[src/rtl/flash_loader_pkg.sv]
// flash_loader_pkg: RAMIO encodings, SPI flash command and loader FSM states shared by the loader files.
package flash_loader_pkg;

    typedef enum logic [1:0] {
        WriteNone = 2'b00,
        WriteByte = 2'b01,
        WriteHalf = 2'b10,
        WriteWord = 2'b11
    } ramio_write_type_e;

    localparam logic [2:0] RAMIO_READ_NONE = 3'b000;
    localparam logic [7:0] FLASH_CMD_READ  = 8'h03;

    typedef enum logic [2:0] {
        Wait,
        Command,
        Receive,
        Write,
        WaitBusy,
        Done
    } flash_loader_state_e;

endpackage

[src/rtl/flash_loader_spi_shifter.sv]
// spi_shifter: SPI mode-0 engine with sclk = clk/2, MSB-first 32-bit transmit, byte receive and a clock-stall run input.
module spi_shifter (
    input  logic        clk,
    input  logic        rst_n,
    input  logic        load_i,
    input  logic [31:0] load_data_i,
    input  logic        run_i,
    input  logic        cmd_i,
    input  logic        miso_i,
    output logic        sclk_o,
    output logic        mosi_o,
    output logic [7:0]  rx_byte_o,
    output logic        done_o
);
    logic        sclk_q, sclk_d;
    logic [31:0] tx_q, tx_d;
    logic [7:0]  rx_q, rx_d;
    logic [4:0]  cnt_q, cnt_d;
    logic        rise, fall;

    assign rise      = run_i && !sclk_q;
    assign fall      = run_i && sclk_q;
    // A transfer unit ends on its last falling edge so a pause always leaves sclk low.
    assign done_o    = fall && (cmd_i ? cnt_q == 5'd31 : cnt_q[2:0] == 3'd7);
    assign sclk_o    = sclk_q;
    assign mosi_o    = tx_q[31];
    assign rx_byte_o = rx_q;

    always_comb begin
        sclk_d = run_i ? !sclk_q : sclk_q;
        tx_d   = load_i ? load_data_i : fall ? {tx_q[30:0], 1'b0} : tx_q;
        cnt_d  = load_i ? 5'd0 : fall ? cnt_q + 5'd1 : cnt_q;
        rx_d   = rise ? {rx_q[6:0], miso_i} : rx_q;
    end

    always_ff @(posedge clk or negedge rst_n) begin
        if (!rst_n) begin
            sclk_q <= 1'b0;
            tx_q   <= '0;
            rx_q   <= '0;
            cnt_q  <= '0;
        end else begin
            sclk_q <= sclk_d;
            tx_q   <= tx_d;
            rx_q   <= rx_d;
            cnt_q  <= cnt_d;
        end
    end

endmodule

[src/rtl/flash_loader.sv]
// flash_loader: boot-time copy of SPI flash contents into RAM over RAMIO as little-endian words, then sticky done.
module flash_loader
    import flash_loader_pkg::*;
#(
    parameter int unsigned StartupWaitCycles  = 1_000_000,
    parameter int unsigned FlashTransferBytes = 4096,
    parameter logic [23:0] FlashStartAddress  = 24'h000000,
    parameter logic [31:0] RamStartAddress    = 32'h0000_0000
) (
    input  logic        clk,
    input  logic        rst_n,
    output logic        flash_clk,
    input  logic        flash_miso,
    output logic        flash_mosi,
    output logic        flash_cs,
    output logic        ramio_enable,
    output logic [1:0]  ramio_write_type,
    output logic [2:0]  ramio_read_type,
    output logic [31:0] ramio_address,
    output logic [31:0] ramio_data_in,
    input  logic        ramio_busy,
    output logic        done
);
    localparam int unsigned WW = $clog2(StartupWaitCycles + 2);
    localparam int unsigned CW = $clog2(FlashTransferBytes + 1);

    flash_loader_state_e state_q, state_d;
    logic [WW-1:0] wait_q, wait_d;
    logic [CW-1:0] count_q, count_d;
    logic [31:0]   addr_q, addr_d, word_q, word_d;
    logic [1:0]    lane_q, lane_d;
    logic          cs_q, cs_d;
    logic          load, run, byte_done;
    logic [7:0]    rx_byte;

    spi_shifter u_spi (
        .clk         (clk),
        .rst_n       (rst_n),
        .load_i      (load),
        .load_data_i ({FLASH_CMD_READ, FlashStartAddress}),
        .run_i       (run),
        .cmd_i       (state_q == Command),
        .miso_i      (flash_miso),
        .sclk_o      (flash_clk),
        .mosi_o      (flash_mosi),
        .rx_byte_o   (rx_byte),
        .done_o      (byte_done)
    );

    always_ff @(posedge clk or negedge rst_n) begin
        if (!rst_n) begin
            state_q <= Wait;
            wait_q  <= WW'(StartupWaitCycles);
            count_q <= '0;
            addr_q  <= RamStartAddress;
            word_q  <= '0;
            lane_q  <= '0;
            cs_q    <= 1'b1;
        end else begin
            state_q <= state_d;
            wait_q  <= wait_d;
            count_q <= count_d;
            addr_q  <= addr_d;
            word_q  <= word_d;
            lane_q  <= lane_d;
            cs_q    <= cs_d;
        end
    end

    always_comb begin
        state_d = state_q;
        wait_d  = wait_q;
        count_d = count_q;
        addr_d  = addr_q;
        word_d  = word_q;
        lane_d  = lane_q;
        cs_d    = cs_q;
        load    = 1'b0;
        case (state_q)
            Wait: begin
                if (wait_q <= WW'(1)) begin
                    load    = 1'b1;
                    cs_d    = 1'b0;
                    state_d = Command;
                end else wait_d = wait_q - WW'(1);
            end
            Command: state_d = byte_done ? Receive : Command;
            Receive: begin
                if (byte_done) begin
                    word_d[{lane_q, 3'b000} +: 8] = rx_byte;
                    lane_d  = lane_q + 2'd1;
                    state_d = lane_q == 2'd3 ? Write : Receive;
                end
            end
            Write: state_d = ramio_busy ? Write : WaitBusy;
            WaitBusy: begin
                if (!ramio_busy) begin
                    addr_d  = addr_q + 32'd4;
                    count_d = count_q + CW'(4);
                    cs_d    = count_d == CW'(FlashTransferBytes);
                    state_d = cs_d ? Done : Receive;
                end
            end
            default: cs_d = 1'b1;
        endcase
    end

    always_comb begin
        run              = state_q == Command || state_q == Receive;
        ramio_enable     = state_q == Write && !ramio_busy;
        ramio_write_type = ramio_enable ? WriteWord : WriteNone;
        ramio_read_type  = RAMIO_READ_NONE;
        ramio_address    = state_q == Done ? '0 : addr_q;
        ramio_data_in    = ramio_enable ? word_q : '0;
        done             = state_q == Done;
        flash_cs         = cs_q;
    end

endmodule

[config.mk]
export PLATFORM = sky130hd
export DESIGN_NAME = flash_loader
export DESIGN_NICKNAME = d
export VERILOG_FILES = /design/src/rtl/flash_loader_pkg.sv /design/src/rtl/flash_loader_spi_shifter.sv /design/src/rtl/flash_loader.sv
export SDC_FILE = /design/constraint.sdc
export NUM_CORES = 1
export LEC_CHECK = 0
export CORE_MARGIN = 2
export CORE_UTILIZATION = 35
export DETAILED_ROUTE_END_ITERATION = 10
export SETUP_SLACK_MARGIN = 0.1
export SLEW_MARGIN = 20
export SYNTH_ARGS = -nofsm -noshare
export SYNTH_HDL_FRONTEND = slang
export SYNTH_SLANG_ARGS = --single-unit
[constraint.sdc]
create_clock -name clk -period 3.3 [get_ports clk]
set_input_delay 0.66 -clock clk [delete_from_list [all_inputs] [get_ports clk]]
set_output_delay 0.66 -clock clk [all_outputs]
set_load 0.02 [all_outputs]
Word level (Yosys, flattened, before mapping)
Index checks and enable logic that the tools add are counted.

storage, ports and cells
  register bits after elaboration = 149
  output and inout port bits = 74
  word-level logic and storage cells = 73

cells by class
  add/sub/neg operators = 6
  magnitude comparators = 1
  equality and inequality tests = 12
  shift operators = 2
  mux-type cells = 22
  bitwise operators = 3
  reduce and logical (&&, ||, !) cells = 16

operator list
  operator                  count
  $mux W32                  4
  $add A32 B3 Y32 const B   1
  $bwmux W32                1
  $shift A8 B7 Y32 const A  1
  $shiftx A8 B7 Y32         1
  $le A20 B1 Y1 const B     1
  $sub A20 B1 Y20 const B   1
  $mux W3                   5
  $pmux W3 S5               1
  $add A13 B3 Y13 const B   1
  $eq A13 B13 Y1 const B    1
  $mux W5                   2
  $eq A3 B3 Y1 const B      3
  $neg A5 Y7                1
  $eq A3 B2 Y1 const B      2
  $mux W1                   6
  $ne A2 B2 Y1 const B      3
  $reduce_and A2 Y1         3
  $add A5 B1 Y5 const B     1
  $eq A5 B5 Y1 const B      1
  $reduce_bool A5 Y1        1
  $logic_and A1 B1 Y1       4
  $mux W2                   2
  $reduce_and A4 Y1         1
  11 further kinds          14

Longest topological paths before layout
  depth after elaboration = 6
  gate-level depth with buffers = 8
  gate-level depth less buffers = 8

By module
From an unflattened synthesis, not the netlist that was laid out.

unflattened totals
  cell total of the unflattened synthesis = 734
  area total of the unflattened synthesis = 7213.2 µm²

by module, submodules not included
  module        instances  cells each  area each (µm²)  sequential area each (µm²)
  flash_loader  1          547         5161.2           2487.4
  spi_shifter   1          187         2052.0           1151.1

Worst setup path after synthesis
OpenSTA, ideal clock, no wires.

  path type = input -> output
  start = in ramio_busy
  end = out ramio_data_in[23]
  arrival time = 1744 ps
  data required time = 2640 ps
  slack = 896 ps
  stages = 3
  path through = nor3_1 > clkbuf_1 > and2_1

on the way
  word-level cells in the longest chain between the ends = 3

ends and longest elaborated chain
  element              RTL line             text
  start: declaration   flash_loader.sv:21   input logic ramio_busy,
  $logic_not A1 Y1     flash_loader.sv:110  ramio_enable = state_q == Write && !ramio_busy;
  $logic_and A1 B1 Y1  flash_loader.sv:110
  via ramio_enable     flash_loader.sv:16   output logic ramio_enable,
  $mux W32             flash_loader.sv:114  ramio_data_in = ramio_enable ? word_q : '0;
  end: declaration     flash_loader.sv:20   output logic [31:0] ramio_data_in,

The timed path passes the listed nets, and every way through them passes these cells.

Final worst setup path
  start = in ramio_busy
  end = out ramio_data_in[25]

on the way
  word-level cells in the longest chain between the ends = 3

ends and longest elaborated chain
  element              RTL line
  $logic_not A1 Y1     flash_loader.sv:110
  $logic_and A1 B1 Y1  flash_loader.sv:110
  $mux W32             flash_loader.sv:114

No other way between the ends.

==> results by group <==
STA
  • Unrepaired setup endpoints after global routing: no
  • Max Slew Vio Count: 0
  • Period utilization: between 90% and 100%
  • Setup_tns: 0 ps
  • Max-slew headroom: 39.78%
  • Tmin final: 3048 ps
  • Fin worst setup slack: 252.4 ps
  • Final setup viols: 0
  • Max frequency: 328.1 MHz
  • Final hold vios: 0
  • Clock skew: 9.634 ps
  • Worst-Margin Slew: 896.3 ps

Worst hold path
  • Min-delay worst type: primary input to async pin

Job
  • Max-Cap Viols: 0

Setup path
  • Worst setup SP type: primary input
  • CP required: 2640 ps
  • CP startpoint: ramio_busy
  • Arrival @ worst endpoint: 2390 ps
  • Crit path kind: primary input to output pin
  • Worst Setup End Kind: output pin
  • Critical-path maximum fanout: 36
  • Reg2reg start: u_spi.sclk_o

Floorplanning
  • DIE WIDTH: about 140 microns
  • Die Ht: 135.7 microns
  • Starting Density: 35.45%
  • Rows: 48
  • Die area: 18400 sq um
  • I/O Pins: 78
  • CORE AREA: about 17000 sq um

Clocking
  • Root Driver: clkbuf_16
  • # Post-CTS Setup Buffers: 0
  • CTS tree: built
  • Clk_lat worst skew: 410 ps
  • Hold-fix buffers, CTS: 0
  • CTS Buf Count: 17
  • Post-CTS sizing: 0
  • H-Tree Level Count: 4
  • CTS sink cnt: between 100 and 150
  • Clock Path Buffers: 2
  • Reg clk slew, reported paths: about 60 ps

Pwr
  • PD cells: roughly 580 nW/um^2
  • Peak VDD IR: 0.0003711 V
  • Lkg Pwr: 3.450 nW

Synthesis
  • Synth unique cells: 54
  • Syn Std Cell Area: 6067 sq um
  • Post-synth EDFFs: 0
  • Synth Warn #: 0
  • Synthesized area per cell: 9.897 sq um
  • Largest cells by area after synthesis: dfrtp_1 (47%), nand2_1 (6.6%), and2_1 (6.6%), xnor2_1 (5.3%), xor2_1 (4.0%)
  • #FFs+latches synth: 121
  • Top-count cell post-synth: dfrtp_1
  • Cell taking the most area after synthesis: dfrtp_1
  • Seq/Total Area, Yosys: 50.07%
  • Syn Inst Count: 613
  • Share of the synthesized area in the top cell type: a little under half
  • List of most frequent post-synthesis cells: dfrtp_1 (113), nand2_1 (107), and2_1 (64)
  • Dominant synthesized flop cell: dfrtp_1
  • Post-synth ARST share: 100.0%

Detailed routing
  • Via count: between 4000 and 5000
  • Final WL: 12570 microns
  • Drt first-iter violations: 214
  • Vias per cell: 4.858
  • Avg WL per Cell: 13.62 microns
  • Post-route DRC: 0
  • Antenna viol nets, final: 0
  • First-pass DRT Iterations: 4

Placement
  • RePlAce Congestion: between 0.8 and 0.9
  • Port bufs: 72
  • Worst slack, placed: 222.3 ps
  • DP HPWL: 8481 microns

GRT
  • Largest net degree at the start of global routing: 55
  • GRT Overall Usage: 14.56%
  • Initial antenna violation count: 0
  • Aggregate global routing overflow: 0
  • Number of global-route vias before repair: around 4400
  • First-pass GRT wire length: 21330 microns

Cells and area
  • Layout area overhead: 25.53%
  • Final #Nets: 702
  • N_diodes: 0
  • Layout cells sized above 1: 10.17%

Run status
  • Status: finished clean
final timing paths:
path,end,slack (ps),cells past startpoint
max reg2reg,word_q[4],1070,4
max,ramio_data_in[25],250,5
max in group asynchronous,word_q[5],2280,2
min,u_spi.tx_q[29],280,1
min reg2reg,addr_q[31],460,1
min in group clk,addr_q[31],460,1
placed cells by master (no fill, tap or decap), types with 2 or more instances in the layout:
cell type / netlist / routed
xor2_1: 28 / 28
and3_1: 11 / 11
mux2_2: 8 / 8
nor4_2: 3 / 3
and4_1: 7 / 7
a211oi_1: 2 / 2
inv_6: 0 / 4
clkinv_2: 0 / 2
nand2b_1: 2 / 2
dfrtp_1: 113 / 113
clkbuf_16: 0 / 17
dfstp_2: 8 / 8
conb_1: 1 / 5
nand3_1: 29 / 29
inv_1: 10 / 10
o21ai_0: 35 / 35
or4_1: 2 / 2
nor3_1: 12 / 11
xnor2_1: 37 / 37
buf_4: 10 / 7
or3_1: 5 / 5
buf_12: 0 / 2
nor2_1: 19 / 19
nor2b_1: 3 / 3
clkinvlp_4: 0 / 3
nand3b_1: 2 / 2
nor4_1: 10 / 10
clkdlybuf4s50_1: 0 / 71
nor4_4: 2 / 2
ha_1: 13 / 13
o21ai_2: 2 / 2
nand4_1: 7 / 7
and2_1: 64 / 64
a31oi_1: 3 / 3
nand2_1: 107 / 107
a21oi_1: 16 / 16
bufinv_16: 0 / 3
nor3_2: 1 / 2
registers in the layout (all words and copies together), names as in the netlist:
| name | count |
|---|---|
| wait_q | 20 |
| flash_cs | 1 |
| lane_q | 2 |
| u_spi.sclk_o | 1 |
| u_spi.tx_q | 8 |
| word_q | 32 |
| u_spi.rx_byte_o | 8 |
| addr_q | 30 |
| u_spi.cnt_q | 5 |
| count_q | 11 |
| state_q | 3 |
layout make-up:
| type | count | area [sq um] |
|---|---|---|
| multi-input cells | 455 | 2846 |
| clock buffers | 19 | 442.9 |
| well taps | 225 | 281.5 |
| inverters | 10 | 37.54 |
| flip-flops and latches | 121 | 3038 |
| clock inverters | 13 | 166.4 |
| fillers | 1620 | 9500 |
| repair buffers | 80 | 803.3 |
power breakdown:
part / internal [W] / leakage [nW] / switching [W] / total [W]
sequential: 0.00163 / 1.63 / 0.000249 / 0.00188
combinational: 0.000291 / 1.53 / 0.000365 / 0.000656
clock: 0.00121 / 0.291 / 0.000691 / 0.00191
worst max-delay path, cell delays in order:
cell and delay, ps:
clkdlybuf4s50_1 470, nor3_2 270, buf_12 220, and2_1 160, clkdlybuf4s50_1 610
kinds of logic after synthesis:
family,Yosys count,share of synthesized area (%)
other,1,0.06181
adders and majority gates,13,2.681
DFF,121,50.07
xor gates and xnor gates,65,9.383
buffers and inverters,41,3.341
and+or+nand+nor,294,26.19
muxes,9,1.650
AOI/OAI and AO/OA,69,6.620
stage by stage:
step / util (%) / hold WS [ps] / power [W] / instance area (sq um) / instances
after floorplan: - / 364.4 / 0.002290 / 6082 / 617
after global placement: 40.94 / 454.3 / 0.002531 / 7007 / 891
after detailed placement: 40.94 / 458.5 / 0.002566 / 7007 / 891
after CTS: 44.50 / 296.0 / 0.004481 / 7616 / 923
after global routing: 44.50 / 318.5 / 0.004655 / 7616 / 923
final: 44.50 / 284.4 / 0.004443 / 7616 / 923
routing by layer:
metal / routed length (microns) / vias up / share of wire, % / track usage [%]
met5: 0 / - / 0 / 0
met4: 246 / 0 / 2.0 / 5.961
met3: 481 / 21 / 3.8 / 3.666
met2: 5720 / 85 / 45 / 22.87
met1: 6124 / 2167 / 49 / 19.24
li1: - / 2211 / - / -
(Power assumes the default switching activity.)
==> RTL change, RTL diff (same settings) <==
The parameter `FlashTransferBytes` goes from 4096 to 2048.
--- a/src/rtl/flash_loader.sv
+++ b/src/rtl/flash_loader.sv
@@ -5,3 +5,3 @@
     parameter int unsigned StartupWaitCycles  = 1_000_000,
-    parameter int unsigned FlashTransferBytes = 4096,
+    parameter int unsigned FlashTransferBytes = 2048,
     parameter logic [23:0] FlashStartAddress  = 24'h000000,
Function: same outputs for any inputs over 10 cycles, from zero or initial values and one cycle with rst_n low; that may be too few to reach the edited logic, so the function may still have changed.
==> RTL change against the unedited design <==
- sequential cell count decreased by 1
- design area decreased by 0.67%
- routed wire length decreased by 4.2%
- worst setup slack got worse by 0.046 ns
- synthesized area decreased by 2.7%
- critical endpoint is now ramio_data_in[24]
- highest routed layer unchanged
Power is not compared: it rests on default switching activity, and its combinational part moved more than twofold at a synthesized area within 25%.
==> RTL change: results (changes against the unedited design) <==
- Metal3 WL: 530 µm (+10%)
- Met3 Use GR: 0.03779 (+0.001130)
- Share of synthesized area occupied by flip-flops and latches: 0.5102 (+0.009448)
- Data arrival, critical path: 2.43 ns (+0.04 ns)
- Setup Fix Bufs, Post-CTS: 0 (unchanged)
- Clock distribution area overhead in the final layout: 0.08501 (+0.005008)
- Post-detailed-route via-to-cell ratio: 4.775 (-1.7%)
- Wire length on met2: 5.809 mm (+1.6%)
- Number of synthesized register bits: 120 (-0.83%)
- Pre-CTS setup slack: 0.1398 ns (-0.08254 ns)
- HPWL after detailed placement: 8.496 mm (+0.17%)
- Via count: 4350 (-3.0%)
- Skew final: 0.009770 ns (+0.0001369 ns)
- Detailed Route Iter0 Violations: 275 (+29%)
- Run status: finished, final reports clean
- Complex-gate fraction of the synthesized area: 0.06631 (+0.0001143)
- Bufs w/o clock: 83 (+3.8%)
- Number of global-route vias before repair: 4258 (-3.1%)
- Fraction of synthesized area in multiplexers: 0.01716 (+0.0006628)
- Area post-placement: 0.006872 mm² (-1.9%)
- Number of distinct library cells after synthesis: 51 (-5.6%)
- Final core utilization: 0.4578 (+0.01283)
- Multi-input combinational area share: 0.3607 (-0.01301)
- Cell types occupying the most area after synthesis: sky130_fd_sc_hd__dfrtp_1, sky130_fd_sc_hd__nand2_1, sky130_fd_sc_hd__and2_1
- Number of signal-net inverters in the final layout: 11 (+1)
- Area enclosed by the die boundary: 0.01793 mm² (-2.6%)
- Pre-antenna DRT Iters: 5 (+1)
- Count of clock buffers in the final design: 25 (+6)
- Share of cells above drive strength 1: 0.09696 (-0.004758)
- Register Area: 0.003014 mm² (-0.78%)
- GPL Wtd Cong: 0.7959 (-4.5%)
- Wire length on met1: 5.541 mm (-9.5%)
- Maximum number of pins on one net before global-route repair: 69 (+25%)
- Multi-input gates: 445 (-2.2%)
- Adder-cell share of the synthesized area: 0.02542 (-0.001386)
- Post-synthesis xor/xnor area fraction: 0.09195 (-0.001885)
- Starting density of the core: 0.3574 (+0.002927)
- Global-route wire length before repair: 20.51 mm (-3.8%)
- Non-clock buffer contribution to total cell area: 0.1140 (+0.008489)
## RTL change: worst max-delay path: cells and delay by family
family / cells / cell delay (ns)
buffers and inverters: 4 / 1.35
and+or+nand+nor: 2 / 0.43
## RTL change: cells by family after synthesis
logic type               after synthesis
AND/OR/NAND/NOR                      289
AO/OA/AOI/OAI                         68
other                                  1
XOR/XNOR                              62
buffers and inverters                 39
adder cells (fa/ha/maj)               12
flip-flops                           120
multiplexers                           9
## RTL change: worst paths after layout
check	depth (start not counted)	slack, ns	from	endpoint
max	6	0.21	ramio_busy	ramio_data_in[24]
min	1	0.29	rst_n	wait_q[15]
max reg2reg	7	0.96	u_spi.cnt_q[0]	word_q[10]
min reg2reg	1	0.46	addr_q[31]	addr_q[31]
max in group asynchronous	2	2.19	rst_n	addr_q[20]
min in group clk	1	0.46	addr_q[31]	addr_q[31]
